--- src/rtl/control_sequencer.sv ---
// control_sequencer: microprogram next-state sequencer for the multicycle
// control unit. Selects the next control-store address from dispatch, jump,
// increment or fixed vectors, sequences MOC memory waits with a watchdog, and
// traps undecodable instructions and memory timeouts.
module control_sequencer #(
  parameter int STATE_W       = 7,
  parameter int RESET_STATE   = 0,
  parameter int FETCH_STATE   = 1,
  parameter int ILLEGAL_STATE = 126,
  parameter int ERROR_STATE   = 127,
  parameter int MOC_TIMEOUT   = 16
) (
  input  logic               Clk,
  input  logic               Reset,
  input  logic [STATE_W-1:0] State_Sel,
  input  logic [2:0]         Next_Ctl,
  input  logic               Inv,
  input  logic               Cond,
  input  logic [STATE_W-1:0] CR_Addr,
  input  logic               MOC,
  input  logic               Stall,
  output logic [STATE_W-1:0] State,
  output logic               Mem_Wait,
  output logic               Illegal_Op,
  output logic               Mem_Timeout
);

  // Wait counter must reach MOC_TIMEOUT-1; keep at least one bit when disabled.
  localparam int CNT_W = (MOC_TIMEOUT == 0) ? 1 : $clog2(MOC_TIMEOUT + 1);

  localparam logic [STATE_W-1:0] RESET_S   = STATE_W'(RESET_STATE);
  localparam logic [STATE_W-1:0] FETCH_S   = STATE_W'(FETCH_STATE);
  localparam logic [STATE_W-1:0] ILLEGAL_S = STATE_W'(ILLEGAL_STATE);
  localparam logic [STATE_W-1:0] ERROR_S   = STATE_W'(ERROR_STATE);
  localparam logic [CNT_W-1:0]   CNT_LAST  = CNT_W'(MOC_TIMEOUT - 1);
  localparam bit                 WDOG_EN   = (MOC_TIMEOUT != 0);

  typedef enum logic [2:0] {
    NC_DISPATCH  = 3'b000,
    NC_FETCH     = 3'b001,
    NC_INC       = 3'b010,
    NC_JUMP      = 3'b011,
    NC_MOC_WAIT  = 3'b100,
    NC_COND      = 3'b101,
    NC_RESET_VEC = 3'b110,
    NC_HOLD      = 3'b111
  } next_ctl_e;

  next_ctl_e          mode;
  logic [STATE_W-1:0] state_q, state_d;
  logic [STATE_W-1:0] state_inc;
  logic [CNT_W-1:0]   cnt_q, cnt_d;
  logic               illegal_q, illegal_d;
  logic               timeout_q, timeout_d;

  assign mode      = next_ctl_e'(Next_Ctl);
  assign state_inc = state_q + STATE_W'(1);

  // Next-state, wait-counter and trap-pulse selection.
  always_comb begin
    // NOTE: every output of this block gets a default first so no path can
    // leave a value unassigned and infer a latch.
    state_d   = state_q;
    cnt_d     = '0;
    illegal_d = 1'b0;
    timeout_d = 1'b0;
    if (Stall) begin
      cnt_d = cnt_q;
    end else begin
      unique case (mode)
        NC_DISPATCH: begin
          if (State_Sel == '0) begin
            state_d   = ILLEGAL_S;
            illegal_d = 1'b1;
          end else begin
            state_d = State_Sel;
          end
        end
        NC_FETCH:     state_d = FETCH_S;
        NC_INC:       state_d = state_inc;
        NC_JUMP:      state_d = CR_Addr;
        NC_MOC_WAIT: begin
          if (MOC) begin
            // MOC wins over a timeout landing on the same edge.
            state_d = state_inc;
          end else if (WDOG_EN && (cnt_q == CNT_LAST)) begin
            state_d   = ERROR_S;
            timeout_d = 1'b1;
          end else begin
            cnt_d = WDOG_EN ? cnt_q + CNT_W'(1) : '0;
          end
        end
        NC_COND:      state_d = (Cond ^ Inv) ? CR_Addr : state_inc;
        NC_RESET_VEC: state_d = RESET_S;
        NC_HOLD:      state_d = state_q;
        default:      state_d = state_q;
      endcase
    end
  end

  // State, wait counter and trap pulses, asynchronously reset.
  always_ff @(posedge Clk or posedge Reset) begin
    if (Reset) begin
      state_q   <= RESET_S;
      cnt_q     <= '0;
      illegal_q <= 1'b0;
      timeout_q <= 1'b0;
    end else begin
      // NOTE: non-blocking assignments so every flop samples pre-edge values.
      state_q   <= state_d;
      cnt_q     <= cnt_d;
      illegal_q <= illegal_d;
      timeout_q <= timeout_d;
    end
  end

  assign State       = state_q;
  assign Illegal_Op  = illegal_q;
  assign Mem_Timeout = timeout_q;
  assign Mem_Wait    = (mode == NC_MOC_WAIT) && !MOC && !Stall;

endmodule

--- config.mk ---
export PLATFORM = sky130hd
export DESIGN_NAME = control_sequencer
export DESIGN_NICKNAME = d
export VERILOG_FILES = /design/src/rtl/control_sequencer.sv
export SDC_FILE = /design/constraint.sdc
export NUM_CORES = 1
export LEC_CHECK = 0
export ABC_AREA = 0
export CAP_MARGIN = 20
export CORE_MARGIN = 3
export CORE_UTILIZATION = 49
export CTS_CLUSTER_SIZE = 14
export DETAILED_ROUTE_END_ITERATION = 12
export PLACE_DENSITY = 0.9
export RECOVER_POWER = 100
export SETUP_SLACK_MARGIN = 0.2
export SYNTH_ARGS = -nofsm -noshare
export SYNTH_HDL_FRONTEND = slang
export SYNTH_SLANG_ARGS = --single-unit
--- constraint.sdc ---
create_clock -name Clk -period 4.7 [get_ports Clk]
set_input_delay 0.47 -clock Clk [delete_from_list [all_inputs] [get_ports Clk]]
set_output_delay 0.47 -clock Clk [all_outputs]
set_load 0.1 [all_outputs]
==> results by group, run 1 <==
Placed design
  • Gp weighted congestion: 0.883
  • DP HPWL: 2090 µm
  • Number of port buffers: 32
  • Pre-CTS WS: 1450 ps

Worst setup path
  • CP Class: in2out
  • Critical Path AT: 2890 ps
  • Critical Path, Cell by Cell: dlygate4sd3_1 -> nor2_1 -> nand3b_1 -> nor2_1 -> dlygate4sd3_1
  • Startpoint Class: primary input
  • Crit path max fanout: 11
  • CP Buf/Inv Count: 2
  • CP Capture Type: primary output
  • Crit. Startpoint: Next_Ctl[1]
  • Crit-path slowest cell: dlygate4sd3_1
  • Reg-to-Reg Start: State[0]$_DFFE_PP0P_
  • Worst path max stage delay: 1220 ps
  • CP delay by family, top: buffers and inverters
  • Critical Path RT: 4230 ps

Final layout
  • Most frequent cells in the layout: clkdlybuf4s50_1, nand2_1, dfrtp_1
  • Core Util, Final: 72.5%
  • Share of cells above drive strength 1: 7.43%
  • Area Overhead vs Synth: 31.3%
  • Nets: 174
  • Commonest non-fill, non-tap cell in the layout: clkdlybuf4s50_1
  • Diodes inserted: 0

STA
  • Slew headroom: 34.3%
  • Setup ws final: 1340 ps
  • Final setup viols: 0
  • Worst-Margin Slew: 983 ps
  • Hold WS: 468 ps
  • Setup TNS: 0 ps
  • Fmax: 298 MHz
  • Fin crit share: 71.5%
  • RSZ-0062 raised after global routing: no
  • Clk_skew: 4.27 ps
  • Minimum clock period: 3360 ps
  • Final Max Slew Viols: 0
  • Final hold viol count: 0

Power
  • Psw: 188 µW
  • Power share of the combinational group: 44.7%
  • Clk pwr share: 20.9%
  • Switch share: 44.2%
  • Final Power: 426 µW
  • Cell Int Power: 238 µW
  • Sequential power share: 34.5%
  • Leak pwr: 0.567 nW
  • Pwr dens: 319 nW/µm²
  • VDD IR max: 0.191 mV

Clock tree
  • Root Driver: clkbuf_4
  • Cts hold-fix bufs: 0
  • Clk Latency, worst-skew pair: 280 ps
  • H-Tree Depth: 1
  • Setup bufs post-CTS: 0
  • Post-CTS sizing: 0
  • Clk sinks: 14
  • Clock buffer depth: 2
  • CTS tree: yes
  • CTS buffer count: 3
  • Clock transition at path regs: 90 ps

GRT
  • Largest net degree at the start of global routing: 15
  • Initial antenna violation count: 0
  • First-pass GRT wire length: 4550 µm
  • Total grt overflow: 0
  • GRT Total Usage: 22.8%
  • Vias in the first global route: 1005

Logic synthesis
  • Syn Inst Count: 118
  • Synth area leaders: dfrtp_1, nand2_1, o31ai_2, a221oi_1, nor2_1
  • Distinct cells, synth: 34
  • Area leader, netlist: dfrtp_1
  • Mapped Area: 1020 µm²
  • Top-area cell type share of the netlist area: 34.5%
  • Synth Net Count: 143
  • YS warnings: 0
  • #FFs+latches synth: 14
  • Syn avg cell area: 8.61 µm²
  • Seq/Total Area, Yosys: 34.5%

Floorplanning
  • Vert. Die Dim: 51.5 µm
  • Core Region: 1840 µm²
  • Initial core utilization: 55.2%
  • Die width: 51.5 µm
  • Die area: 2660 µm²
  • Num ports: 33
  • # rows: 15

Job
  • MaxCap Viol Count: 0

Route
  • Final WL: 2610 µm
  • Vias: 1048
  • Wire per inst: 15.1 µm
  • Routed vias/inst: 6.06
  • DRC violations left: 0
  • DRT antenna net count: 0
  • Starting DRT DRC Count: 39
  • Drt first pass iters: 4

Worst hold path
  • Worst min path class: reg2reg
  • Hold_sp: cnt_q[4]$_DFFE_PP0N_

Run status
  • Outcome: completed
sequential cells by signal (all words and copies together) (netlist names):
signal       cells
State            7
cnt_q            5
Illegal_Op       1
Mem_Timeout      1
layout make-up:
| class | count | area (µm²) |
|---|---|---|
| timing repair buffer | 32 | 320 |
| multi-input combinational | 94 | 581 |
| sequential | 14 | 350 |
| inverter | 4 | 15.0 |
| tap | 25 | 31.3 |
| clock buffer | 4 | 36.3 |
| fill | 137 | 505 |
path summary, 6_finish.rpt:
kind | endpoint | slack (ps) | cells past startpoint
max | Mem_Wait | 1340 | 5
min | Mem_Timeout$_DFF_PP0_ | 470 | 1
max reg2reg | State[2]$_DFFE_PP0P_ | 2650 | 6
min reg2reg | Mem_Timeout$_DFF_PP0_ | 470 | 1
max in group asynchronous | cnt_q[4]$_DFFE_PP0N_ | 3690 | 2
min in group asynchronous | State[0]$_DFFE_PP0P_ | 660 | 2
logic make-up (layout without fill, tap and decap cells):
logic type                 Yosys count  after routing  synth area share [%]
AOI/OAI and AO/OA                   33             33                  24.9
xor gates and xnor gates             7              7                  6.03
adders and majority gates            2              2                  2.46
buffers and inverters               10             40                  5.42
DFF                                 14             14                  34.5
and+or+nand+nor                     52             52                  26.7
worst reg2reg max path: stages (launching register included):
cell and delay, ps:
dfrtp_1 450, ha_1 280, xor2_1 300, a21oi_1 140
a2111oi_0 460, a21oi_1 100, o31ai_2 240
per-layer routing:
| metal | up-vias | share of wire (%) | wire (µm) | global-route usage (%) |
|---|---|---|---|---|
| met5 | - | 0 | 0 | 0 |
| met2 | 45 | 49 | 1290 | 37.3 |
| li1 | 492 | - | - | - |
| met3 | 9 | 7.5 | 195 | 4.87 |
| met4 | 0 | 2.6 | 68 | 10.9 |
| met1 | 502 | 41 | 1060 | 28.6 |
synthesized netlist by cell type (all sizes together):
library cell	n
nand3b	1
or2	1
ha	2
xor2	2
nor4	1
clkbuf	2
a2111oi	1
or4	1
o22ai	3
a21oi	4
a22oi	2
o31ai	6
a21o	3
nor2b	1
a221oi	6
or3	2
nand3	6
xnor2	5
nor4b	2
nor3	4
nor2	12
and3	1
o21ai	7
o21a	1
inv	4
buf	4
nand2	17
nand2b	3
dfrtp	14
power groups by stage:
stage	logic (mW)	registers [mW]	clock network, mW
after floorplan	0.0648	0.226	0
after global placement	0.195	0.148	0
after detailed placement	0.199	0.149	0
after CTS	0.199	0.147	0.0896
after global routing	0.202	0.149	0.0978
final	0.190	0.147	0.0888
stage by stage:
| stage | cells | cell area [µm²] |
|---|---|---|
| 5_1_grt | 173 | 1330 |
| 4_1_cts | 173 | 1360 |
| 2_1_floorplan | 118 | 1020 |
| 3_5_place_dp | 169 | 1330 |
| 6_report | 173 | 1330 |
| 3_3_place_gp | 169 | 1330 |
No activity file was read; power rests on OpenSTA's default activity.
==> run 2, diff against run 1 <==
- CORE_UTILIZATION: 49 -> 41
- PLACE_DENSITY: 0.9 -> 0.81
- clock period: 4.7 -> 3 ns (I/O delays scaled with it)
==> results by group, run 2 (synthesis results as in run 1) <==
Clock tree
  • Setup bufs post-CTS: 0
  • Clock transition at path regs: 90 ps
  • H-Tree Depth: 1
  • CTS buffer count: 3
  • Post-CTS sizing: 0
  • Cts hold-fix bufs: 0
  • Clock buffer depth: 2
  • CTS tree: yes
  • Clk sinks: 14
  • Clk Latency, worst-skew pair: 280 ps
  • Root Driver: clkbuf_4

GRT
  • Initial antenna violation count: 0
  • First-pass GRT wire length: 4350 µm
  • GRT Total Usage: 17.1%
  • Largest net degree at the start of global routing: 15
  • Total grt overflow: 0
  • Vias in the first global route: 994

Worst setup path
  • Cell mode on critical path: nor2_1
  • Critical Path RT: 2700 ps
  • RR Endpoint: State[6]$_DFFE_PP0P_
  • FF-to-FF path depth: 5
  • CP Buf/Inv Count: 2
  • R2R Setup Slk: 1000 ps
  • Reg-to-Reg Start: cnt_q[0]$_DFFE_PP0N_
  • Crit-path slowest cell: dlygate4sd3_1
  • Critical Path, Cell by Cell: dlygate4sd3_1 -> nor2_1 -> nand3b_1 -> nor2_1 -> clkbuf_2
  • CP Class: in2out
  • Startpoint Class: primary input
  • Critical Path AT: 2010 ps
  • Crit path max fanout: 11
  • CP delay by family, top: buffers and inverters
  • CP Capture Type: primary output
  • Worst path max stage delay: 690 ps

Power
  • VDD IR max: 0.277 mV
  • Final Power: 652 µW
  • Leak pwr: 0.544 nW
  • Pwr dens: 502 nW/µm²

STA
  • Worst-Margin Slew: 1170 ps
  • Setup TNS: 0 ps
  • Slew headroom: 22.1%
  • Final setup viols: 0
  • Fin crit share: 77.0%
  • Hold WS: 474 ps
  • Final hold viol count: 0
  • Final Max Slew Viols: 0
  • Minimum clock period: 2310 ps
  • RSZ-0062 raised after global routing: no
  • Fmax: 433 MHz
  • Clk_skew: 3.73 ps

Final layout
  • Diodes inserted: 0
  • Multi-input logic area: 591 µm²
  • Reg area: 350 µm²
  • Most frequent cells in the layout: clkdlybuf4s50_1, nand2_1, dfrtp_1
  • Nets: 174
  • Commonest non-fill, non-tap cell in the layout: clkdlybuf4s50_1
  • Fill cells: 219
  • Share of cells above drive strength 1: 8.11%
  • Area Overhead vs Synth: 27.8%
  • Max reg flops: 7
  • Finished Cell Area: 1300 µm²

Floorplanning
  • Die area: 3110 µm²
  • # rows: 17
  • Vert. Die Dim: 55.8 µm
  • Initial core utilization: 44.6%
  • Core Region: 2280 µm²
  • Num ports: 33
  • Die width: 55.8 µm

Placed design
  • Gp weighted congestion: 0.832
  • DP HPWL: 2020 µm
  • Placement Cell Area: 1310 µm²
  • Number of port buffers: 32

Route
  • Wire per inst: 14.5 µm
  • DRT antenna net count: 0
  • Drt first pass iters: 4
  • Final WL: 2560 µm
  • Routed vias/inst: 5.67
  • Vias: 998
  • Starting DRT DRC Count: 31
  • DRC violations left: 0

Job
  • MaxCap Viol Count: 0

Run status
  • Outcome: completed

Worst hold path
  • Hold path endpoint: Mem_Timeout$_DFF_PP0_
  • Worst min path class: reg2reg
  • Hold Path Depth: 1
  • Hold_sp: cnt_q[4]$_DFFE_PP0N_
==> run 2: worst max path at each step <==
stage | depth (start not counted) | end | start
6_report | 5 | Mem_Wait | Next_Ctl[1]
2_1_floorplan | 6 | cnt_q[2]$_DFFE_PP0N_ | Next_Ctl[1]
4_1_cts | 6 | State[6]$_DFFE_PP0P_ | Next_Ctl[1]
3_5_place_dp | 6 | State[6]$_DFFE_PP0P_ | Next_Ctl[1]
3_3_place_gp | 6 | State[5]$_DFFE_PP0P_ | Next_Ctl[2]
5_1_grt | 5 | Mem_Wait | Next_Ctl[1]
==> run 2: metrics by stage <==
stage                     utilization [%]  std cells  setup slack, ps
after CTS                            59.2        176              788
after floorplan                         -        118              639
after detailed placement             57.6        172              523
after global routing                 57.1        176              565
after global placement               57.6        172              680
final                                57.1        176              689
==> run 2: per-layer routing <==
layer	GRT usage, %	vias to the layer above	share of wire [%]
li1	-	488	-
met1	21.3	465	43
met2	30.1	41	48
met3	2.55	4	7.6
met4	5.21	0	1.2
met5	0	-	0
==> run 2: power breakdown <==
group	switching (mW)	internal, mW
clock network	0.0638	0.0738
logic	0.205	0.0767
registers	0.0266	0.206
==> run 2: worst reg2reg max path, delay by kind of cell, from the launching register on <==
family	cells	cell delay (ps)
compound gates	2	600
simple gates	2	680
flops	1	390
fa+ha+maj	1	220
==> run 2: layout make-up <==
cell class | count | share of cell area (%)
Tap cell | 28 | 2.70
Sequential cell | 14 | 27.0
Multi-Input combinational cell | 94 | 45.5
Inverter | 4 | 1.16
Clock buffer | 4 | 2.79
Timing Repair Buffer | 32 | 20.9
==> run 3, diff against run 2 <==
- clock period: 3 -> 1.9 ns (I/O delays scaled with it)
==> results by group, run 3 (synthesis results as in run 1) <==
STA
  • Final hold viol count: 0
  • Final setup viols: 0
  • Fin crit share: 94.2%
  • Setup TNS: 0 ps
  • Hold WS: 396 ps
  • Minimum clock period: 1790 ps
  • Clk_skew: 1.24 ps
  • Worst-Margin Slew: 548 ps
  • RSZ-0062 raised after global routing: yes
  • Final Max Slew Viols: 0
  • Setup ws final: 110 ps
  • Fmax: 559 MHz
  • Slew headroom: 63.4%

Route
  • Routed vias/inst: 5.63
  • Drt first pass iters: 4
  • DRC violations left: 0
  • Starting DRT DRC Count: 44
  • Final WL: 3350 µm
  • Wire per inst: 16.7 µm
  • DRT antenna net count: 0
  • Vias: 1131

Power
  • Power share of the combinational group: 50.0%
  • Clk pwr share: 18.2%
  • Final Power: 1.19 mW
  • Cell Int Power: 654 µW
  • Leak pwr: 0.724 nW
  • VDD IR max: 0.518 mV
  • Psw: 537 µW
  • Sequential power share: 31.8%
  • Pwr dens: 714 nW/µm²
  • Switch share: 45.1%

Clock tree
  • Root Driver: clkbuf_4
  • CTS buffer count: 3
  • Clock transition at path regs: 90 ps
  • H-Tree Depth: 1
  • Clk Latency, worst-skew pair: 270 ps
  • Clk sinks: 14
  • Cts hold-fix bufs: 0
  • Clock buffer depth: 2
  • CTS tree: yes

GRT
  • Largest net degree at the start of global routing: 15
  • Initial antenna violation count: 0
  • Total grt overflow: 0
  • GRT Total Usage: 20.1%
  • Vias in the first global route: 1101
  • First-pass GRT wire length: 4990 µm

Floorplanning
  • Vert. Die Dim: 55.8 µm
  • Die area: 3110 µm²
  • Core Region: 2280 µm²
  • Initial core utilization: 44.6%
  • Die width: 55.8 µm
  • Num ports: 33
  • # rows: 17

Worst setup path
  • Startpoint Class: flop
  • CP delay by family, top: simple AND/OR/NAND/NOR gates
  • Critical Path AT: 1940 ps
  • Critical Path RT: 2050 ps
  • Stages on worst setup path: 6
  • Worst path max stage delay: 470 ps
  • CP Class: reg2reg
  • Crit path max fanout: 8
  • CP Capture Type: flop
  • Critical Path, Cell by Cell: ha_1 -> nand3_2 -> o21a_1 -> or3_4 -> nor3_1 -> a221oi_1
  • CP Buf/Inv Count: 0
  • Crit-path slowest cell: or3_4
  • FF-to-FF path depth: 6

Final layout
  • Area Overhead vs Synth: 64.3%
  • Diodes inserted: 0
  • Max reg flops: 7
  • Finished Cell Area: 1670 µm²
  • Nets: 199
  • Final std cells w/o fill: 201
  • Core Util, Final: 73.3%
  • Most frequent cells in the layout: buf_4, clkdlybuf4s50_1, nand2_1
  • Share of cells above drive strength 1: 39.9%
  • Commonest non-fill, non-tap cell in the layout: buf_4

Placed design
  • Gp weighted congestion: 0.872
  • Inst Count DP: 190
  • Pre-CTS WS: -156 ps
  • DP HPWL: 2340 µm
  • Placement Cell Area: 1500 µm²
  • Number of port buffers: 32

Run status
  • Outcome: completed

Job
  • MaxCap Viol Count: 0

Worst hold path
  • Worst min path class: in2async
run 3: cell count changes in the layout (fill, tap and decap cells not counted), sizes merged:
cell and delta:
buf +24, clkbuf +3, dlygate4sd3 -3, clkdlybuf4s50 -2, dlygate4sd2 +2, dlymetal6s2s +1
run 3: layout make-up:
type,instances,area [µm²]
multi-input cells,94,756
fillers,166,607
repair buffers,57,464
flip-flops and latches,14,363
clock buffers,4,36.3
well taps,28,35.0
inverters,4,15.0
run 3: final timing paths:
path | slack (ps) | startpoint | to
max | 110 | cnt_q[0]$_DFFE_PP0N_ | State[5]$_DFFE_PP0P_
min | 400 | Reset | Illegal_Op$_DFF_PP0_
max reg2reg | 110 | cnt_q[0]$_DFFE_PP0N_ | State[5]$_DFFE_PP0P_
min reg2reg | 470 | cnt_q[4]$_DFFE_PP0N_ | Mem_Timeout$_DFF_PP0_
max in group asynchronous | 1100 | Reset | State[0]$_DFFE_PP0P_
min in group Clk | 470 | cnt_q[4]$_DFFE_PP0N_ | Mem_Timeout$_DFF_PP0_
run 3: power groups by stage:
stage,Combinational [mW],Sequential [mW],Clock (mW)
after global placement,0.521,0.378,0
after detailed placement,0.529,0.382,0
after floorplan,0.166,0.575,0
after CTS,0.546,0.376,0.215
after global routing,0.621,0.384,0.239
final,0.595,0.379,0.217
run 3: metal layers:
layer / GRT usage [%] / up-vias / wire length (µm)
li1: - / 541 / -
met1: 24.6 / 547 / 1370
met4: 7.64 / 0 / 48
met3: 3.48 / 6 / 153
met5: 0 / - / 0
met2: 34.8 / 37 / 1780
run 3: what timing repair did:
action / CTS / global route
endpoints found under the setup margin: 8 / 8
pin swaps: 2 / 6
buffers inserted: 4 / 3
resized for setup: 9 / 18
